### src/rtl/lsu_byte_master.sv
// ============================================================================
// Module  : lsu_byte_master
// Purpose : Splits byte/half/word loads and stores into byte-wide req/ack
//           transactions, assembles and extends load data, bounds each wait.
// Revision: 1.0 - initial release
// ============================================================================
`default_nettype none

module lsu_byte_master #(
    parameter int MAX_WAIT = 15
) (
    input  logic        clk,
    input  logic        rstn,

    input  logic        i_req_valid,
    output logic        o_req_ready,
    input  logic [31:0] i_req_addr,
    input  logic [31:0] i_req_wdata,
    input  logic        i_req_write,
    input  logic [1:0]  i_req_type,
    input  logic        i_req_unsigned,

    output logic        o_resp_valid,
    input  logic        i_resp_ready,
    output logic [31:0] o_resp_rdata,
    output logic        o_resp_err,

    output logic        o_mem_req,
    output logic        o_mem_we,
    output logic [31:0] o_mem_addr,
    output logic [7:0]  o_mem_wdata,
    input  logic        i_mem_ack,
    input  logic [7:0]  i_mem_rdata
);

    localparam logic [1:0] c_TYPE_BYTE = 2'b00;
    localparam logic [1:0] c_TYPE_HALF = 2'b01;
    localparam logic [1:0] c_TYPE_WORD = 2'b10;
    localparam logic [1:0] c_TYPE_ILL  = 2'b11;

    localparam int WAIT_W = (MAX_WAIT < 1) ? 1 : $clog2(MAX_WAIT + 1);
    localparam logic [WAIT_W-1:0] c_WAIT_LAST =
        (MAX_WAIT > 0) ? WAIT_W'(MAX_WAIT - 1) : '0;

    typedef enum logic [1:0] {
        S_IDLE  = 2'd0,
        S_ISSUE = 2'd1,
        S_RESP  = 2'd2
    } state_t;

    state_t              r_state;
    state_t              w_state_next;

    logic [31:0]         r_addr;
    logic [31:0]         r_wdata;
    logic                r_write;
    logic [1:0]          r_type;
    logic                r_unsigned;
    logic [1:0]          r_idx;
    logic [WAIT_W-1:0]   r_wait;
    logic [31:0]         r_asm;
    logic [31:0]         r_rdata;
    logic                r_err;

    logic                w_accept;
    logic                w_ack;
    logic                w_last;
    logic                w_timeout;
    logic [1:0]          w_last_idx;
    logic [31:0]         w_asm_next;
    logic [31:0]         w_load_ext;

    always_comb begin
        w_last_idx = 2'd0;
        case (r_type)
            c_TYPE_HALF: w_last_idx = 2'd1;
            c_TYPE_WORD: w_last_idx = 2'd3;
            default:     w_last_idx = 2'd0;
        endcase
    end

    assign w_accept  = (r_state == S_IDLE) && i_req_valid;
    assign w_ack     = (r_state == S_ISSUE) && i_mem_ack;
    assign w_last    = (r_idx == w_last_idx);
    assign w_timeout = (MAX_WAIT != 0) && (r_state == S_ISSUE) && !i_mem_ack
                       && (r_wait == c_WAIT_LAST);

    // Current ack byte merged in so the final byte is extended in the same cycle
    always_comb begin
        w_asm_next = r_asm;
        w_asm_next[{r_idx, 3'b000} +: 8] = i_mem_rdata;
    end

    always_comb begin
        w_load_ext = w_asm_next;
        case (r_type)
            c_TYPE_BYTE: w_load_ext = {{24{!r_unsigned && w_asm_next[7]}},  w_asm_next[7:0]};
            c_TYPE_HALF: w_load_ext = {{16{!r_unsigned && w_asm_next[15]}}, w_asm_next[15:0]};
            default:     w_load_ext = w_asm_next;
        endcase
    end

    always_ff @(posedge clk or negedge rstn) begin
        if (!rstn) begin
            r_state <= S_IDLE;
        end else begin
            r_state <= w_state_next;
        end
    end

    always_comb begin
        w_state_next = r_state;
        o_req_ready  = 1'b0;
        o_mem_req    = 1'b0;
        o_mem_we     = 1'b0;
        o_mem_addr   = 32'd0;
        o_mem_wdata  = 8'd0;
        o_resp_valid = 1'b0;
        o_resp_rdata = 32'd0;
        o_resp_err   = 1'b0;
        case (r_state)
            S_IDLE: begin
                o_req_ready = 1'b1;
                if (w_accept) begin
                    w_state_next = (i_req_type == c_TYPE_ILL) ? S_RESP : S_ISSUE;
                end
            end
            S_ISSUE: begin
                o_mem_req  = 1'b1;
                o_mem_we   = r_write;
                o_mem_addr = r_addr + {30'd0, r_idx};
                if (r_write) begin
                    o_mem_wdata = r_wdata[{r_idx, 3'b000} +: 8];
                end
                if ((w_ack && w_last) || w_timeout) begin
                    w_state_next = S_RESP;
                end
            end
            S_RESP: begin
                o_resp_valid = 1'b1;
                o_resp_rdata = r_rdata;
                o_resp_err   = r_err;
                if (i_resp_ready) begin
                    w_state_next = S_IDLE;
                end
            end
            default: w_state_next = S_IDLE;
        endcase
    end

    always_ff @(posedge clk or negedge rstn) begin
        if (!rstn) begin
            r_addr     <= 32'd0;
            r_wdata    <= 32'd0;
            r_write    <= 1'b0;
            r_type     <= 2'b00;
            r_unsigned <= 1'b0;
            r_idx      <= 2'd0;
            r_wait     <= '0;
            r_asm      <= 32'd0;
            r_rdata    <= 32'd0;
            r_err      <= 1'b0;
        end else begin
            case (r_state)
                S_IDLE: begin
                    if (w_accept) begin
                        r_addr     <= i_req_addr;
                        r_wdata    <= i_req_wdata;
                        r_write    <= i_req_write;
                        r_type     <= i_req_type;
                        r_unsigned <= i_req_unsigned;
                        r_idx      <= 2'd0;
                        r_wait     <= '0;
                        r_asm      <= 32'd0;
                        r_rdata    <= 32'd0;
                        r_err      <= (i_req_type == c_TYPE_ILL);
                    end
                end
                S_ISSUE: begin
                    if (w_ack) begin
                        r_wait <= '0;
                        if (!r_write) begin
                            r_asm <= w_asm_next;
                        end
                        if (w_last) begin
                            r_rdata <= r_write ? 32'd0 : w_load_ext;
                            r_err   <= 1'b0;
                        end else begin
                            r_idx <= r_idx + 2'd1;
                        end
                    end else begin
                        r_wait <= r_wait + WAIT_W'(1);
                        // Abort leaves already-written bytes in place
                        if (w_timeout) begin
                            r_rdata <= 32'd0;
                            r_err   <= 1'b1;
                        end
                    end
                end
                default: begin
                end
            endcase
        end
    end

endmodule

`default_nettype wire

### config.mk
export PLATFORM = sky130hd
export DESIGN_NAME = lsu_byte_master
export DESIGN_NICKNAME = d
export VERILOG_FILES = /design/src/rtl/lsu_byte_master.sv
export SDC_FILE = /design/constraint.sdc
export NUM_CORES = 1
export LEC_CHECK = 0
export BUFFER_PORTS_ARGS = -buffer_cell sky130_fd_sc_hd__buf_2
export CAP_MARGIN = 20
export CORE_MARGIN = 2
export CORE_UTILIZATION = 50
export DETAILED_ROUTE_END_ITERATION = 10
export PLACE_DENSITY = 0.74
export SLEW_MARGIN = 10
export SYNTH_ARGS = -nofsm -noshare
export SYNTH_HDL_FRONTEND = slang
export SYNTH_SLANG_ARGS = --single-unit
### constraint.sdc
create_clock -name clk -period 4.2 [get_ports clk]
set_clock_uncertainty 0.2 [all_clocks]
set_input_delay 0.84 -clock clk [delete_from_list [all_inputs] [get_ports clk]]
set_output_delay 0.84 -clock clk [all_outputs]
set_load 0.02 [all_outputs]
After elaboration in Yosys (flattened, before gate mapping)
Cells that the tools add are included.
- input bits: 81
- output and inout bits: 77
- latch bits: 0
- memories: 0
- word-level logic and storage cells: 90
- flip-flop bits (word level): 141
- bits in writable memories: 0
- ROM bits: 0
- div/mod/pow operators: 0
- $mul: 0
- $add $sub $neg: 4
- eq/ne operators: 15
- multiplexer cells: 38
- shifts and indexed selects: 3
- $lt $le $gt $ge: 0
- bitwise gates (word level): 0
- reduce and logical (&&, ||, !) cells: 19
- operators by type and width (kind ; count):
    2-to-1 mux 32 bit ; 9
    case mux 32 bit (2 select lines) ; 3
    adder 32 x 2 -> 32 bit ; 1
    bitwise mux 32 bit ; 1
    variable shift 8 x 7 -> 32 bit, first input constant ; 1
    variable part select 32 x 6 -> 8 bit ; 1
    variable part select 8 x 7 -> 32 bit ; 1
    2-to-1 mux 8 bit ; 2
    2-to-1 mux 2 bit ; 7
    AND reduction 4 bit ; 3
    != test 2 bit, second input constant ; 5
    2-to-1 mux 1 bit ; 9
    2-to-1 mux 4 bit ; 2
    case mux 2 bit (2 select lines) ; 2
    case mux 4 bit (2 select lines) ; 1
    logical AND 1 bit ; 7
    negator 5 -> 7 bit ; 1
    equality test 2 bit, second input constant ; 3
    != test 3 bit, second input constant ; 2
    case mux 2 bit (3 select lines) ; 1
    adder 4 x 1 -> 4 bit, second input constant ; 1
    equality test 2 x 1 -> 1 bit, second input constant ; 2
    equality test 4 bit, second input constant ; 1
    logical NOT 2 bit ; 2
    9 further kinds ; 11

Longest topological paths before layout
Gate-level depths: netlist of the first run.
- word-level depth: 9
- depth in mapped cells: 9
- depth with buffers taken out: 6

Worst setup path before layout of the first run
Ideal clock, no wire load.
- path type: register -> output
- start: register r_idx[0]
- end: output o_mem_addr[22]
- required time: 3.160 ns
- slack: 0.855 ns
- stages on the path, launching flop included: 8
- buffers on the path: 1
- arrival time: 2.305 ns
- cell sequence: dfrtp_1 > ha_1 > fa_1 > nand4_1 > or4_1 > clkbuf_1 > or4_1 > a21oi_1
- longest elaborated chain between the ends: 2
- RTL lines (element ; line ; RTL):
    from (decl) ; 59 ; logic [1:0] r_idx;
    from (signal assigned) ; 189 ; r_idx <= r_idx + 2'd1;
    adder 32 x 2 -> 32 bit ; 131 ; o_mem_addr = r_addr + {30'd0, r_idx};
    2-to-1 mux 32 bit ; 121 ; case (r_state)
    to (decl) ; 30 ; output logic [31:0] o_mem_addr,
No other way between the ends.

Final worst setup path of the first run
Same ends and word-level chain as after synthesis.

==> results.py, run 1 <==
metrics = {
    "routing": {
        "vias_per_cell": 5.85,
        "ant_nets": 0,
        "routed_wirelength_mm": 18.6,
        "drt-pass1-iter-count": 5,
        "drtIter0Drc": 482,
        "routedWlPerCell_um": 17.9,
        "drc_errors": 0,
        "num_vias": 6079,
    },
    "global_routing": {
        "grt_util_all_layers_pct": 24.1,
        "overflow": 0,
        "grt_pass1_wl_mm": 30.4,
        "grt_pass1_vias": 6062,
        "grt_max_degree": 90,
        "antenna_found_initial": 0,
    },
    "setup_path": {
        "required_ps": 3160,
        "rrSetupSlack_ps": 1110,
        "crit_path_end": "o_mem_addr[22]",
        "r2r-start": "r_idx[0]",
        "cp-start-kind": "flop",
        "cp-end-kind": "output pin",
        "r2r_cells": 7,
        "r2r_end": "r_rdata[18]",
        "crit_start": "r_idx[0]",
        "cp_max_fo": 8,
        "cp_data_arrival_time_ps": 2910,
        "critPathKind": "flop to output pin",
    },
    "logic_synthesis": {
        "synth_cell_type_count": 54,
        "ys_seq_area_share_pct": 47.9,
        "yosysWarnings": 0,
        "synthTopCellsByCount": "dfrtp_1, mux2_2, nand2_1",
        "synth_flop_cell": "dfrtp_1",
        "synth.most_common_cell": "dfrtp_1",
        "netlist_instances": 693,
        "syn_area_per_cell_sq_um": 10.6,
        "yosysTopAreaCell": "dfrtp_1",
        "synth_edf_count": 0,
        "synth_nets": 787,
        "syn_area_sq_um": 7370,
        "synthTopCellsByArea": "dfrtp_1, mux2_2, and2_1, o21ai_0, nand2_1",
        "synth_seq_cells": 141,
        "async_reset_ff_share_pct": 100,
        "synth_top_area_share_pct": 47.9,
    },
    "clock_network": {
        "clkSinkCount": 141,
        "post_cts_resized": 0,
        "clockBufferDepth": 2,
        "cts_buffers": 17,
        "clock_latency_ps": 420,
        "cts_root_buffer": "clkbuf_16",
        "cts_hold_buf": 0,
        "path_clk_slew_ps": 60,
        "post_cts_buffers": 0,
        "htreeDepth": 4,
        "tritoncts": "built",
    },
    "sta": {
        "worst_pin_slew_ps": 902,
        "setup_viol": 0,
        "setup_slack_ps": 245,
        "post-route-period-util_pct": 94.2,
        "fin_crit_ps": 3950,
        "fmax_ghz": 0.253,
        "slew_headroom_pct": 39.8,
        "slew_viol_final": 0,
        "tns_ps": 0,
        "hold_viol": 0,
        "rsz0062_at_grt": "no",
    },
    "min_path": {
        "hp-class": "primary input to asynchronous set/reset pin",
    },
    "cells_and_area": {
        "fin_area_sq_um": 8910,
        "layout-drive-gt1-share_pct": 33.8,
        "diodes": 0,
        "post-route-util_pct": 61.5,
        "final_cells": 1039,
        "fill_cells": 1178,
        "syn_to_final_growth_pct": 20.8,
        "multi_input_area_sq_um": 3600,
        "nets": 936,
        "regArea_sq_um": 3530,
    },
    "place": {
        "placed_cells": 1005,
        "gp_congestion": 0.864,
        "placed_cell_area_sq_um": 8320,
        "place_ws_ps": 677,
        "place.port_buffers": 157,
        "dpl.hpwl_mm": 12.9,
    },
    "outcome": {
        "status": "finished clean",
    },
    "floorplanning": {
        "ios": 158,
        "core_sq_um": 14500,
        "fp.dieArea_sq_um": 15700,
        "rows": 44,
        "die_w_um": 125,
        "die_y_um": 125,
        "start_util_pct": 50.9,
    },
    "pwr": {
        "peakVddDrop_mv": 0.443,
        "p_leak_nw": 4.20,
        "power_density_nw_per_um2": 666,
    },
    "job": {
        "max_cap_violations": 0,
    },
}
cell usage in the layout (no fill, tap or decap), types with 12 or more instances in the layout:
master / n
nor2b_1: 20
mux2_2: 71
buf_2: 157
and2_1: 43
nand3_1: 15
buf_4: 13
dfrtp_1: 141
inv_1: 19
nor2_1: 35
a21oi_1: 32
nand2_1: 50
clkbuf_16: 17
o21ai_0: 43
ha_1: 12
critical path: stages, from the launching register on:
cell     delay, ps
dfrtp_1        370
ha_1           210
fa_1           270
nand4_1        200
or4_1          660
or4_1          440
a21oi_1        160
buf_2          180
cell type report:
cell class,count,share of cell area [%]
multi-input cells,491,40.5
flip-flops and latches,141,39.6
repair buffers,172,10.4
clock buffers,23,5.48
well taps,184,2.58
inverters,19,0.801
clock inverters,9,0.702
sequential cells by signal, indices dropped and copies added, names as in the netlist:
signal and count:
r_addr 32, r_asm 32, r_rdata 32, r_wdata 32, r_wait 4, r_idx 2
r_state 2, r_type 2, r_err 1, r_unsigned 1, r_write 1
power breakdown:
part | internal, mW | leakage (nW) | switching, mW
Sequential | 1.79 | 1.81 | 0.405
Combinational | 1.05 | 2.13 | 1.30
Clock | 0.815 | 0.261 | 0.571
layer usage:
metal / wire length (um) / part of all wire [%] / GRT usage (%)
met1: 8230 / 44 / 32.0
met2: 8760 / 47 / 38.6
met3: 1320 / 7.1 / 6.76
met4: 297 / 1.6 / 7.32
met5: 0 / 0 / 0
cell families after synthesis:
group | Yosys count | share of synthesized area (%)
AND/OR/NAND/NOR | 234 | 17.5
buffers and inverters | 61 | 3.34
XOR/XNOR | 14 | 1.66
multiplexers | 83 | 13.8
AO/OA/AOI/OAI | 147 | 13.5
adder cells (fa/ha/maj) | 13 | 2.31
flip-flops | 141 | 47.9
how the worst min path moves through the flow:
stage	endpoint	cells after the start	from	slack (ps)
2_1_floorplan	r_asm[0]	1	r_asm[0]	240
3_3_place_gp	r_asm[6]	1	r_asm[6]	250
3_5_place_dp	r_asm[2]	1	r_asm[2]	260
4_1_cts	r_asm[2]	1	r_asm[2]	270
5_1_grt	r_rdata[17]	1	r_rdata[17]	300
6_report	r_rdata[22]	1	rstn	270
through the flow:
stage / power, mW / hold WS (ps)
5_1_grt: 6.29 / 300
2_1_floorplan: 3.83 / 242
3_5_place_dp: 4.52 / 260
4_1_cts: 5.92 / 272
6_report: 5.93 / 267
3_3_place_gp: 4.40 / 252
No activity file was read; power rests on OpenSTA's default activity.
==> run 2: changes to the inputs <==
--- a/config.mk
+++ b/config.mk
@@ -8,9 +8,9 @@
 export BUFFER_PORTS_ARGS = -buffer_cell sky130_fd_sc_hd__buf_2
 export CAP_MARGIN = 20
 export CORE_MARGIN = 2
-export CORE_UTILIZATION = 50
+export CORE_UTILIZATION = 35
 export DETAILED_ROUTE_END_ITERATION = 10
-export PLACE_DENSITY = 0.74
+export PLACE_DENSITY = 0.58
 export SLEW_MARGIN = 10
 export SYNTH_ARGS = -nofsm -noshare
 export SYNTH_HDL_FRONTEND = slang
==> run 2 against run 1 <==
Routed wire length up 1.5%. Global-route usage decreased by 6.7 points. Flip-flop and latch count did not move. Register-to-register slack improved by 30 ps. Total power up 1.1%. Clock power grew 7%. Combinational power is essentially flat. Maximum frequency rose by 1.1%. Sequential power about the same. Cell area increased by 1.7%. Critical path type unchanged. Largest power group unchanged.
==> results.py, run 2 (synthesized netlist as in run 1, its figures left out) <==
metrics = {
    "place": {
        "placed_cell_area_sq_um": 8480,
        "place_ws_ps": 727,
        "dpl.hpwl_mm": 13.0,
        "gp_congestion": 0.813,
        "place.port_buffers": 157,
    },
    "clock_network": {
        "post_cts_resized": 0,
        "cts_root_buffer": "clkbuf_16",
        "cts_hold_buf": 0,
        "clock_latency_ps": 420,
        "path_clk_slew_ps": 70,
        "htreeDepth": 4,
        "tritoncts": "built",
        "clkSinkCount": 141,
        "post_cts_buffers": 0,
        "clockBufferDepth": 2,
        "cts_buffers": 17,
    },
    "sta": {
        "slew_viol_final": 0,
        "tns_ps": 0,
        "worst_pin_slew_ps": 964,
        "fin_crit_ps": 3910,
        "post-route-period-util_pct": 93.2,
        "rsz0062_at_grt": "no",
        "fmax_ghz": 0.256,
        "slew_headroom_pct": 34.8,
        "hold_viol": 0,
        "setup_viol": 0,
        "setup_slack_ps": 288,
    },
    "setup_path": {
        "cp-end-kind": "output pin",
        "cp_max_fo": 8,
        "critPathTopFamily": "simple AND/OR/NAND/NOR gates",
        "path_cells": "ha_1, fa_1, nand4_1, or4_1, or4_1, a21oi_1, buf_2",
        "required_ps": 3160,
        "cp_slowest_cell": "or4_1",
        "cpMostUsedCell": "or4_1",
        "critPathKind": "flop to output pin",
        "slowest_delay_ps": 670,
        "cp_data_arrival_time_ps": 2870,
        "path_buf_inv": 1,
        "cp-start-kind": "flop",
    },
    "routing": {
        "drc_errors": 0,
        "ant_nets": 0,
        "vias_per_cell": 5.13,
        "num_vias": 5794,
        "routed_wirelength_mm": 18.9,
        "drt-pass1-iter-count": 4,
        "routedWlPerCell_um": 16.7,
        "drtIter0Drc": 343,
    },
    "floorplanning": {
        "start_util_pct": 35.4,
        "ios": 158,
        "core_sq_um": 20800,
        "die_y_um": 149,
        "fp.dieArea_sq_um": 22200,
        "rows": 53,
        "die_w_um": 149,
    },
    "global_routing": {
        "grt_max_degree": 57,
        "grt_pass1_vias": 5711,
        "grt_util_all_layers_pct": 17.4,
        "antenna_found_initial": 0,
        "overflow": 0,
        "grt.met1_usage_pct": 23.4,
        "grt_pass1_wl_mm": 30.1,
        "met3_usage_pct": 4.46,
        "top_usage_layer": "met2",
        "met2_usage_pct": 27.5,
    },
    "cells_and_area": {
        "final_cell_mix": "buf_2, dfrtp_1, mux2_2",
        "syn_to_final_growth_pct": 22.9,
        "nets": 936,
        "diodes": 0,
        "fin_area_sq_um": 9060,
        "final_common_cell": "buf_2",
        "layout-drive-gt1-share_pct": 34.3,
        "fill_cells": 2067,
    },
    "pwr": {
        "pwr-share-comb_pct": 38.9,
        "seqPwrFrac_pct": 36.4,
        "p_sw_mw": 2.32,
        "p_leak_nw": 4.22,
        "peakVddDrop_mv": 0.305,
        "switching_share_pct": 38.7,
        "internal_power_mw": 3.67,
        "p_clk_share_pct": 24.8,
        "power_density_nw_per_um2": 662,
    },
    "job": {
        "max_cap_violations": 0,
    },
    "min_path": {
        "hp-class": "primary input to asynchronous set/reset pin",
    },
    "outcome": {
        "status": "finished clean",
    },
}
-- run 2: area by class of cell --
class                      instances  area (sq um)  share of cell area, %
clock buffer                      17           425                   4.69
timing repair buffer             172           927                   10.2
clock inverter                    15           151                   1.67
inverter                          19          71.3                  0.787
sequential                       141          3530                   38.9
multi-input combinational        491          3610                   39.9
tap                              275           344                   3.80
-- run 2: routing by layer --
metal  share of wire, %  up-vias
met1                 46     2806
met2                 47      156
met3                5.4       20
met4                1.8        0
li1                   -     2812
met5                  0        -
-- run 2: final timing paths --
check                      startpoint             end  slack [ps]  cells after the start
hold / removal                   rstn     r_rdata[20]         180                      1
min in group clk             r_asm[0]        r_asm[0]         270                      1
setup / recovery            r_addr[0]  o_mem_addr[22]         290                      7
hold reg to reg              r_asm[0]        r_asm[0]         270                      1
max in group asynchronous        rstn     r_wdata[30]        2770                      2
setup reg to reg             r_idx[0]     r_rdata[30]        1140                      7
-- run 2: metrics by stage --
step                      total power [mW]  util (%)  cells  hold slack (ps)
after detailed placement              4.57      40.7   1097              258
after global routing                  6.41      43.5   1130              206
after global placement                4.53      40.7   1097              250
after floorplan                       3.83         -    693              242
after CTS                             6.08      43.5   1129              182
final                                 5.99      43.5   1130              182
-- run 2: power by group through the flow --
stage                     Sequential (mW)  Combinational [mW]  Clock [mW]
after floorplan                      2.06                1.77           0
after global placement               2.19                2.34           0
after detailed placement             2.20                2.36           0
after CTS                            2.18                2.37        1.53
after global routing                 2.25                2.57        1.59
final                                2.18                2.33        1.49
